==> src/rtl/dsm_top_core.sv <==
// dsm_top_core -- second-order, single-bit delta-sigma modulator.
// Converts a 20-bit signed PCM stream into a +/-FS pulse-density bit that
// drives a 1-bit DAC. One modulator update on every rising clock edge.
// The two 26-bit integrators saturate instead of wrapping, so an
// over-range input degrades the output density but cannot flip its sign.
// Build option: define DSM_DITHER_EN to add a 16-bit Galois LFSR.
// Its top 13 bits, sign-extended to +/-4096, are added at the quantizer
// input only.
module dsm_top_core (
    input  logic        clock,
    input  logic        reset,
    input  logic [19:0] vin,
    output logic        pwm
);

    // Integrator limits: the full 26-bit signed range.
    localparam logic [25:0] I_MAX  = 26'h1FF_FFFF;
    localparam logic [25:0] I_MIN  = 26'h200_0000;
    // Feedback levels +2^19 and -2^19, already sign-extended to 26 bits.
    localparam logic [25:0] FB_POS = 26'h008_0000;
    localparam logic [25:0] FB_NEG = 26'h3F8_0000;

    logic [19:0] x_r;
    logic [25:0] i1;
    logic [25:0] i2;
    logic [25:0] fb;
    logic [27:0] sum1;
    logic [27:0] sum2;
    logic [25:0] i1_next;
    logic [25:0] i2_next;

    // Clamp a 28-bit signed sum into the 26-bit integrator range.
    function automatic logic [25:0] sat26(input logic [27:0] s);
        logic signed [27:0] ss;
        ss = $signed(s);
        if (ss > 28'sd33554431) begin
            return I_MAX;
        end else if (ss < -28'sd33554432) begin
            return I_MIN;
        end else begin
            return s[25:0];
        end
    endfunction

`ifdef DSM_DITHER_EN
    logic [15:0] lfsr;
    logic [26:0] q;

    // Dithered quantizer input. The extra bit keeps i2 + d from wrapping
    // when i2 sits at a rail.
    assign q   = {i2[25], i2} + {{14{lfsr[15]}}, lfsr[15:3]};
    assign pwm = ~q[26];

    // Galois LFSR for x^16+x^14+x^13+x^11+1, right-shifting; it steps on every non-reset edge.
    always_ff @(posedge clock) begin
        if (!reset) begin
            lfsr <= 16'hACE1;
        end else begin
            lfsr <= {1'b0, lfsr[15:1]} ^ (lfsr[0] ? 16'hB400 : 16'h0000);
        end
    end
`else
    // Plain quantizer: the output bit is 1 while i2 >= 0.
    assign pwm = ~i2[25];
`endif

    // The feedback level follows the current output bit.
    assign fb = pwm ? FB_POS : FB_NEG;

    // Integrator sums are formed at 28 bits so they never wrap before they are clamped.
    assign sum1 = {{8{x_r[19]}}, x_r} + {{2{i1[25]}}, i1} - {{2{fb[25]}}, fb};
    assign sum2 = {{2{i2[25]}}, i2} + {{2{i1[25]}}, i1} - {fb[25], fb, 1'b0};

    assign i1_next = sat26(sum1);
    assign i2_next = sat26(sum2);

    // Input register and both integrators. Reset is synchronous and wins over any vin activity.
    always_ff @(posedge clock) begin
        if (!reset) begin
            x_r <= '0;
            i1  <= '0;
            i2  <= '0;
        end else begin
            // NOTE: non-blocking assignments mean that i2 sees the pre-update i1, as the loop requires.
            x_r <= vin;
            i1  <= i1_next;
            i2  <= i2_next;
        end
    end

endmodule

==> config.mk <==
export PLATFORM = sky130hd
export DESIGN_NAME = dsm_top_core
export DESIGN_NICKNAME = d
export VERILOG_FILES = /design/src/rtl/dsm_top_core.sv
export SDC_FILE = /design/constraint.sdc
export NUM_CORES = 1
export LEC_CHECK = 0
export ABC_AREA = 1
export ABC_CLOCK_PERIOD_IN_PS = 3170
export CAP_MARGIN = 20
export CORE_MARGIN = 3
export CORE_UTILIZATION = 60
export DETAILED_ROUTE_END_ITERATION = 7
export PLACE_DENSITY = 0.81
export SLEW_MARGIN = 10
export SYNTH_ARGS = -nofsm -noshare
export SYNTH_HDL_FRONTEND = slang
export SYNTH_SLANG_ARGS = --single-unit
export TNS_END_PERCENT = 5
==> constraint.sdc <==
create_clock -name clock -period 3.17 [get_ports clock]
set_input_delay 0.7925 -clock clock [delete_from_list [all_inputs] [get_ports clock]]
set_output_delay 0.7925 -clock clock [all_outputs]
set_load 0.005 [all_outputs]
==> tab_implementation.tex, run 1 <==
\begin{tabular}{lr}
\hline
Metric & Value \\
\hline
\multicolumn{2}{l}{\textbf{GRT}} \\
Total grt overflow & 0 \\
Wire length of the first global-routing pass & around 29000 um \\
GRT Util Overall & about a quarter \\
Grt peak-use layer & met2 \\
Met2 global-route usage & 43.0\% \\
Met1 Usage GRT & between 30\% and 40\% \\
Number of global-route vias before repair & 6250 \\
Antenna violations before repair & 0 \\
Largest net degree at the start of global routing & 25 \\
Met3 Usage GRT & under 10\% \\
\multicolumn{2}{l}{\textbf{STA}} \\
Part of the cycle the worst path needs & approximately 93\% \\
Worst Max-Slew Pin Slew & 510 ps \\
Post-Route Skew & roughly 8.4 ps \\
Final setup fails & 0 \\
Worst slew margin relative to its limit & 65.6\% \\
Final hold violation count & 0 \\
Setup TNS after final layout & 0 ps \\
Count of final max-slew check failures & 0 \\
Fmax & between 0.3 and 0.4 GHz \\
Unrepaired setup endpoints after global routing & no \\
Min cycle time layout & 2950 ps \\
\multicolumn{2}{l}{\textbf{Floorplan}} \\
Core footprint & between 10000 and 15000 sq um \\
Die height & between 100 and 150 um \\
Number of placement rows & 40 \\
Floorplan die area & $\sim$14000 sq um \\
Top Ports & 23 \\
Die Span X & $\sim$120 um \\
Starting density of the core & between 60\% and 70\% \\
\multicolumn{2}{l}{\textbf{Hold path}} \\
Min-Delay Startpoint & i2[0] \\
Hold/Removal Path Class & register to register \\
\multicolumn{2}{l}{\textbf{Layout}} \\
Number of nets in the layout & between 1000 and 1500 \\
Proportion of layout cells with a drive suffix above 1 & a little over a tenth \\
Synthesis-to-layout area growth & 8.59\% \\
Final antenna diode count & 0 \\
\multicolumn{2}{l}{\textbf{Clock tree}} \\
Cts bufs inserted & 9 \\
Count of H-tree levels built during CTS & 3 \\
TritonCTS clock tree & built \\
Setup fix buffers added after clock tree synthesis & 0 \\
Count of clock tree sinks & 72 \\
Hold bufs inserted after CTS & 0 \\
CTS Root Buffer Type & clkbuf\_16 \\
Clock latency reported for the late side of the worst-skew pair & about 340 ps \\
Maximum buffer depth of the clock tree & 2 \\
Clock transition at the registers of the reported paths & around 60 ps \\
\multicolumn{2}{l}{\textbf{Setup path}} \\
Critical path capture point type & register \\
Max incr delay on CP & between 300 and 400 ps \\
Library cell appearing most often on the critical path & nand2\_1 \\
Reg2Reg Launch Point & i2[25] \\
Critical path data arrival time & 3230 ps \\
Cells traversed along the worst timing path & clkinvlp\_4 -> ha\_1 -> xor2\_2 -> ha\_1 -> nand2\_1 -> inv\_1 -> nand2\_1 -> o21ai\_0 -> nor2\_1 -> nand2\_1 -> a21oi\_2 -> nand2\_2 -> nand2\_1 -> nand2\_2 -> nand2\_8 -> nand2\_1 -> nor2\_1 \\
Required @ worst endpoint & 3450 ps \\
Class of the most critical setup path & register to register \\
Crit path launch & i2[25] \\
Startpoint type of the worst setup path & register \\
Largest driver fanout on the critical path & 24 \\
Slowest cell on crit path & dfxtp\_1 \\
\multicolumn{2}{l}{\textbf{Placed design}} \\
Buffers on Ports & 22 \\
DPL Wire Length & between 10000 and 15000 um \\
RD Place Congestion & $\sim$0.93 \\
\multicolumn{2}{l}{\textbf{Routing}} \\
Final wirelength & about 17000 um \\
Via count & between 6000 and 7000 \\
Vias per Instance & approximately 5.0 \\
Mean routed wirelength per cell & approximately 13 um \\
Drt pass-1 iters & 7 \\
First DRT Iteration DRCs & just under 400 \\
Count of nets left with antenna violations after detail routing & 0 \\
DRC errors left & 0 \\
\multicolumn{2}{l}{\textbf{Synthesis}} \\
Area fraction of the dominant cell type after synthesis & between 10\% and 20\% \\
Cell variety after synth & 33 \\
Largest cells by area after synthesis & dfxtp\_1, nand2\_1, ha\_1 \\
Post-synthesis cell count & between 1000 and 1500 \\
Sequential cell area fraction in the yosys report & $\sim$19\% \\
Synth Cell Area & 7470 sq um \\
Synthesized flop and latch total & approximately 70 \\
Biggest area consumer among synthesized cells & dfxtp\_1 \\
Number of warning messages in the yosys log & 0 \\
Synthesized area per cell & around 6.5 sq um \\
Number of nets in the synthesized netlist & approximately 1300 \\
\multicolumn{2}{l}{\textbf{Flow run}} \\
Count of max-cap constraint violations & 0 \\
\multicolumn{2}{l}{\textbf{Outcome}} \\
Outcome & finished clean \\
\hline
\end{tabular}
[through the flow]
step	hold slack, ps	setup slack (ps)	utilization [%]	instance area [sq um]	cells
global placement	534	188	64.3	7790	1336
global route	619	2.09	67.0	8120	1352
detailed placement	548	169	64.3	7790	1336
finish	553	220	67.0	8120	1352
floorplan	523	450	-	7470	1155
CTS	561	134	66.7	8080	1352
[worst max-delay path: cells and delay by family (launching register included)]
family / cells / cell delay, ps
XOR/XNOR: 1 / 170
AND/OR/NAND/NOR: 10 / 1070
AO/OA/AOI/OAI: 2 / 230
flip-flops: 1 / 380
buffers and inverters: 2 / 280
adder cells (fa/ha/maj): 2 / 750
[timing repair]
item / CTS / global route
setup endpoints to repair: 0 / 27
resized for setup: 0 / 6
endpoints found under the hold margin: 0 / 0
[final cells by class]
cell class              count  area [sq um]
clock inverters             5          56.3
flip-flops and latches     72          1440
inverters                 292          1100
clock buffers              11           233
multi-input cells         775          4800
well taps                 168           210
repair buffers             29           274
fillers                  1131          4000
[final timing paths]
kind	to	slack [ps]	cells after the start
worst max-delay path	i2[1]	220	17
worst max register to register	i2[1]	220	17
worst min-delay path	i2[0]	550	3
worst min register to register	i2[0]	550	3
[Yosys cell counts (all sizes together)]
master,instances
a21o,2
a21oi,51
and2,1
buf,13
clkbuf,3
dfxtp,72
fa,10
ha,95
inv,292
nand2,359
nand3,87
nand3b,2
nand4,9
nor2,85
nor3,9
nor3b,1
nor4,1
o21ai,16
o21bai,8
or2,1
xnor2,13
xor2,25
[routing by layer]
| metal | up-vias | part of all wire, % |
|---|---|---|
| met1 | 3001 | 46 |
| met3 | 25 | 4.7 |
| met4 | 0 | 2.3 |
| met2 | 174 | 47 |
| li1 | 3530 | - |
| met5 | - | 0 |
[flip-flops by register name, indices dropped and copies added (netlist names)]
signal,count
x_r,20
i1,26
i2,26
[placed cells by master (no fill, tap or decap), types with 10 or more instances in the layout]
cell type / n
nand2_1: 320
inv_1: 287
ha_1: 95
nor2_1: 72
dfxtp_1: 72
nand3_1: 49
a21oi_1: 45
nand3_2: 37
nand2_2: 36
xor2_1: 24
clkdlybuf4s50_1: 21
o21ai_0: 13
xnor2_1: 13
nor2_2: 10
fa_1: 10
[cells by family after synthesis]
family | count (synthesis) | share of synthesized area, %
buf+inv | 308 | 16.8
fa+ha+maj | 105 | 18.6
xor+xnor | 38 | 4.45
compound gates | 77 | 5.79
simple gates | 555 | 35.1
flops | 72 | 19.3
Power of run 1 is left out: the tool's default activity adds up to more than one toggle a clock period on the data nets, which glitch-free logic cannot reach.
==> inputs of run 2 (changes only) <==
ABC_CLOCK_PERIOD_IN_PS = 2600   (was 3170)
CORE_UTILIZATION = 58   (was 60)
PLACE_DENSITY = 0.82   (was 0.81)
TNS_END_PERCENT = 30   (was 5)
clock period = 2.6 ns   (was 3.17 ns; I/O delays follow)
==> tab_implementation.tex, run 2 (synthesis gave the netlist of run 1 again) <==
\begin{tabular}{lr}
\hline
Metric & Value \\
\hline
\multicolumn{2}{l}{\textbf{Setup path}} \\
Required @ worst endpoint & 2890 ps \\
Startpoint type of the worst setup path & register \\
Critical path data arrival time & between 3000 and 4000 ps \\
RR Endpoint & i2[18] \\
Class of the most critical setup path & register to register \\
Reg2Reg Launch Point & i2[25] \\
Worst reg-to-reg setup slack & -170 ps \\
Worst Reg-to-Reg Cells & 17 \\
Largest driver fanout on the critical path & 8 \\
Critical path capture point type & register \\
\multicolumn{2}{l}{\textbf{Clock tree}} \\
Maximum buffer depth of the clock tree & 2 \\
TritonCTS clock tree & built \\
Count of H-tree levels built during CTS & 3 \\
Count of clock tree sinks & slightly above 70 \\
CTS Root Buffer Type & clkbuf\_16 \\
Hold bufs inserted after CTS & 0 \\
Clock transition at the registers of the reported paths & $\sim$60 ps \\
Clock latency reported for the late side of the worst-skew pair & between 300 and 400 ps \\
Cts bufs inserted & 9 \\
\multicolumn{2}{l}{\textbf{Layout}} \\
Fillcell total & 950 \\
Area of combinational cells with multiple inputs & 5160 sq um \\
Most common library cell in the layout ignoring fill and taps & nand2\_1 \\
Synthesis-to-layout area growth & 21.9\% \\
Final antenna diode count & 0 \\
Proportion of layout cells with a drive suffix above 1 & roughly a fifth \\
Commonest cells after routing, fill and taps aside & nand2\_1, inv\_1, ha\_1 \\
Storage cell area & around 1400 sq um \\
Largest registers & i1: 26 flops, i2: 26 flops, x\_r: 20 flops \\
Number of nets in the layout & between 1000 and 1500 \\
\multicolumn{2}{l}{\textbf{STA}} \\
Min cycle time layout & 2770 ps \\
Unrepaired setup endpoints after global routing & yes \\
Final hold violation count & 0 \\
Count of final max-slew check failures & 0 \\
Worst slew margin relative to its limit & 66.7\% \\
Final setup fails & 48 \\
Part of the cycle the worst path needs & 106\% \\
Fmax & 0.361 GHz \\
Worst Max-Slew Pin Slew & between 400 and 500 ps \\
Post-Route Skew & between 10 and 15 ps \\
Final critical-path setup slack & -169 ps \\
\multicolumn{2}{l}{\textbf{Routing}} \\
Final wirelength & about 20000 um \\
First DRT Iteration DRCs & around 530 \\
Vias per Instance & slightly above 5 \\
Via count & roughly 7300 \\
Mean routed wirelength per cell & $\sim$14 um \\
Count of nets left with antenna violations after detail routing & 0 \\
Drt pass-1 iters & 5 \\
DRC errors left & 0 \\
\multicolumn{2}{l}{\textbf{Floorplan}} \\
Top Ports & 23 \\
Number of placement rows & 40 \\
Die height & 120 um \\
Starting density of the core & roughly 61\% \\
Die Span X & between 100 and 150 um \\
Floorplan die area & between 10000 and 15000 sq um \\
Core footprint & around 12000 sq um \\
\multicolumn{2}{l}{\textbf{GRT}} \\
Wire length of the first global-routing pass & 31000 um \\
Antenna violations before repair & 0 \\
Number of global-route vias before repair & 6965 \\
Largest net degree at the start of global routing & 25 \\
Total grt overflow & 0 \\
GRT Util Overall & 26.8\% \\
\multicolumn{2}{l}{\textbf{Placed design}} \\
Buffers on Ports & 22 \\
DPL Wire Length & 14700 um \\
RD Place Congestion & 0.985 \\
DP Worst Slack & -125 ps \\
\multicolumn{2}{l}{\textbf{Outcome}} \\
Violations in the final reports & negative setup slack \\
Outcome & finished with violations \\
\multicolumn{2}{l}{\textbf{Hold path}} \\
Min-Delay Startpoint & i2[0] \\
Hold Path Depth & 3 \\
End of the worst hold path & i2[0] \\
Hold/Removal Path Class & register to register \\
\multicolumn{2}{l}{\textbf{Flow run}} \\
Count of max-cap constraint violations & 0 \\
\hline
\end{tabular}
run 2: through the flow:
step / util, % / setup TNS (ps) / hold WS [ps] / instance area (sq um) / std cells
2_1_floorplan: - / 0 / 523 / 7480 / 1155
3_3_place_gp: 67.3 / -1100 / 532 / 8280 / 1389
3_5_place_dp: 67.3 / -4990 / 561 / 8280 / 1389
4_1_cts: 71.3 / -673 / 570 / 8780 / 1405
5_1_grt: 74.0 / -10180 / 657 / 9110 / 1411
6_report: 74.0 / -4040 / 589 / 9110 / 1411
run 2: area by class of cell:
cell class / count / share of cell area, %
Timing Repair Buffer: 89 / 9.79
Sequential cell: 72 / 15.9
Clock inverter: 4 / 0.577
Inverter: 292 / 12.1
Clock buffer: 11 / 2.77
Multi-Input combinational cell: 775 / 56.6
Tap cell: 168 / 2.31
run 2: routing by layer:
| layer | wire length (um) | global-route usage, % | up-vias |
|---|---|---|---|
| met4 | 1030 | 13.2 | 0 |
| met2 | 9370 | 45.4 | 311 |
| met3 | 1470 | 4.81 | 87 |
| met5 | 0 | 0 | - |
| met1 | 8070 | 32.9 | 3280 |
| li1 | - | - | 3646 |
run 2: worst max-delay path by stage:
stage / start / to / slack [ps] / cells past startpoint
2_1_floorplan: i2[25] / i2[8] / 3 / 17
3_3_place_gp: x_r[19] / i1[8] / -50 / 18
3_5_place_dp: x_r[19] / i1[12] / -120 / 16
4_1_cts: i2[25] / i2[1] / -40 / 16
5_1_grt: i2[25] / i2[18] / -240 / 17
6_report: i2[25] / i2[18] / -170 / 17
run 2: worst max-delay path, stage by stage (launching register included):
cell and delay (ps):
dfxtp_4 380, inv_8 50, buf_12 130, fa_2 490
ha_4 350, nand2_4 70, nor2_2 170, nand2_2 100
nor2_2 140, nand2_2 90, nand3_2 70, nand2_1 60
nand2_2 70, nand2_2 60, nand2_4 110, clkbuf_16 170
nand3_2 90, nand2_2 100
run 2: what timing repair did:
action | CTS | global route
pin swaps | 2 | 47
endpoints found under the setup margin | 50 | 51
buffers inserted | 1 | 3
resized for setup | 28 | 58
gates cloned | 0 | 3
Power of run 2 is left out for the same reason.
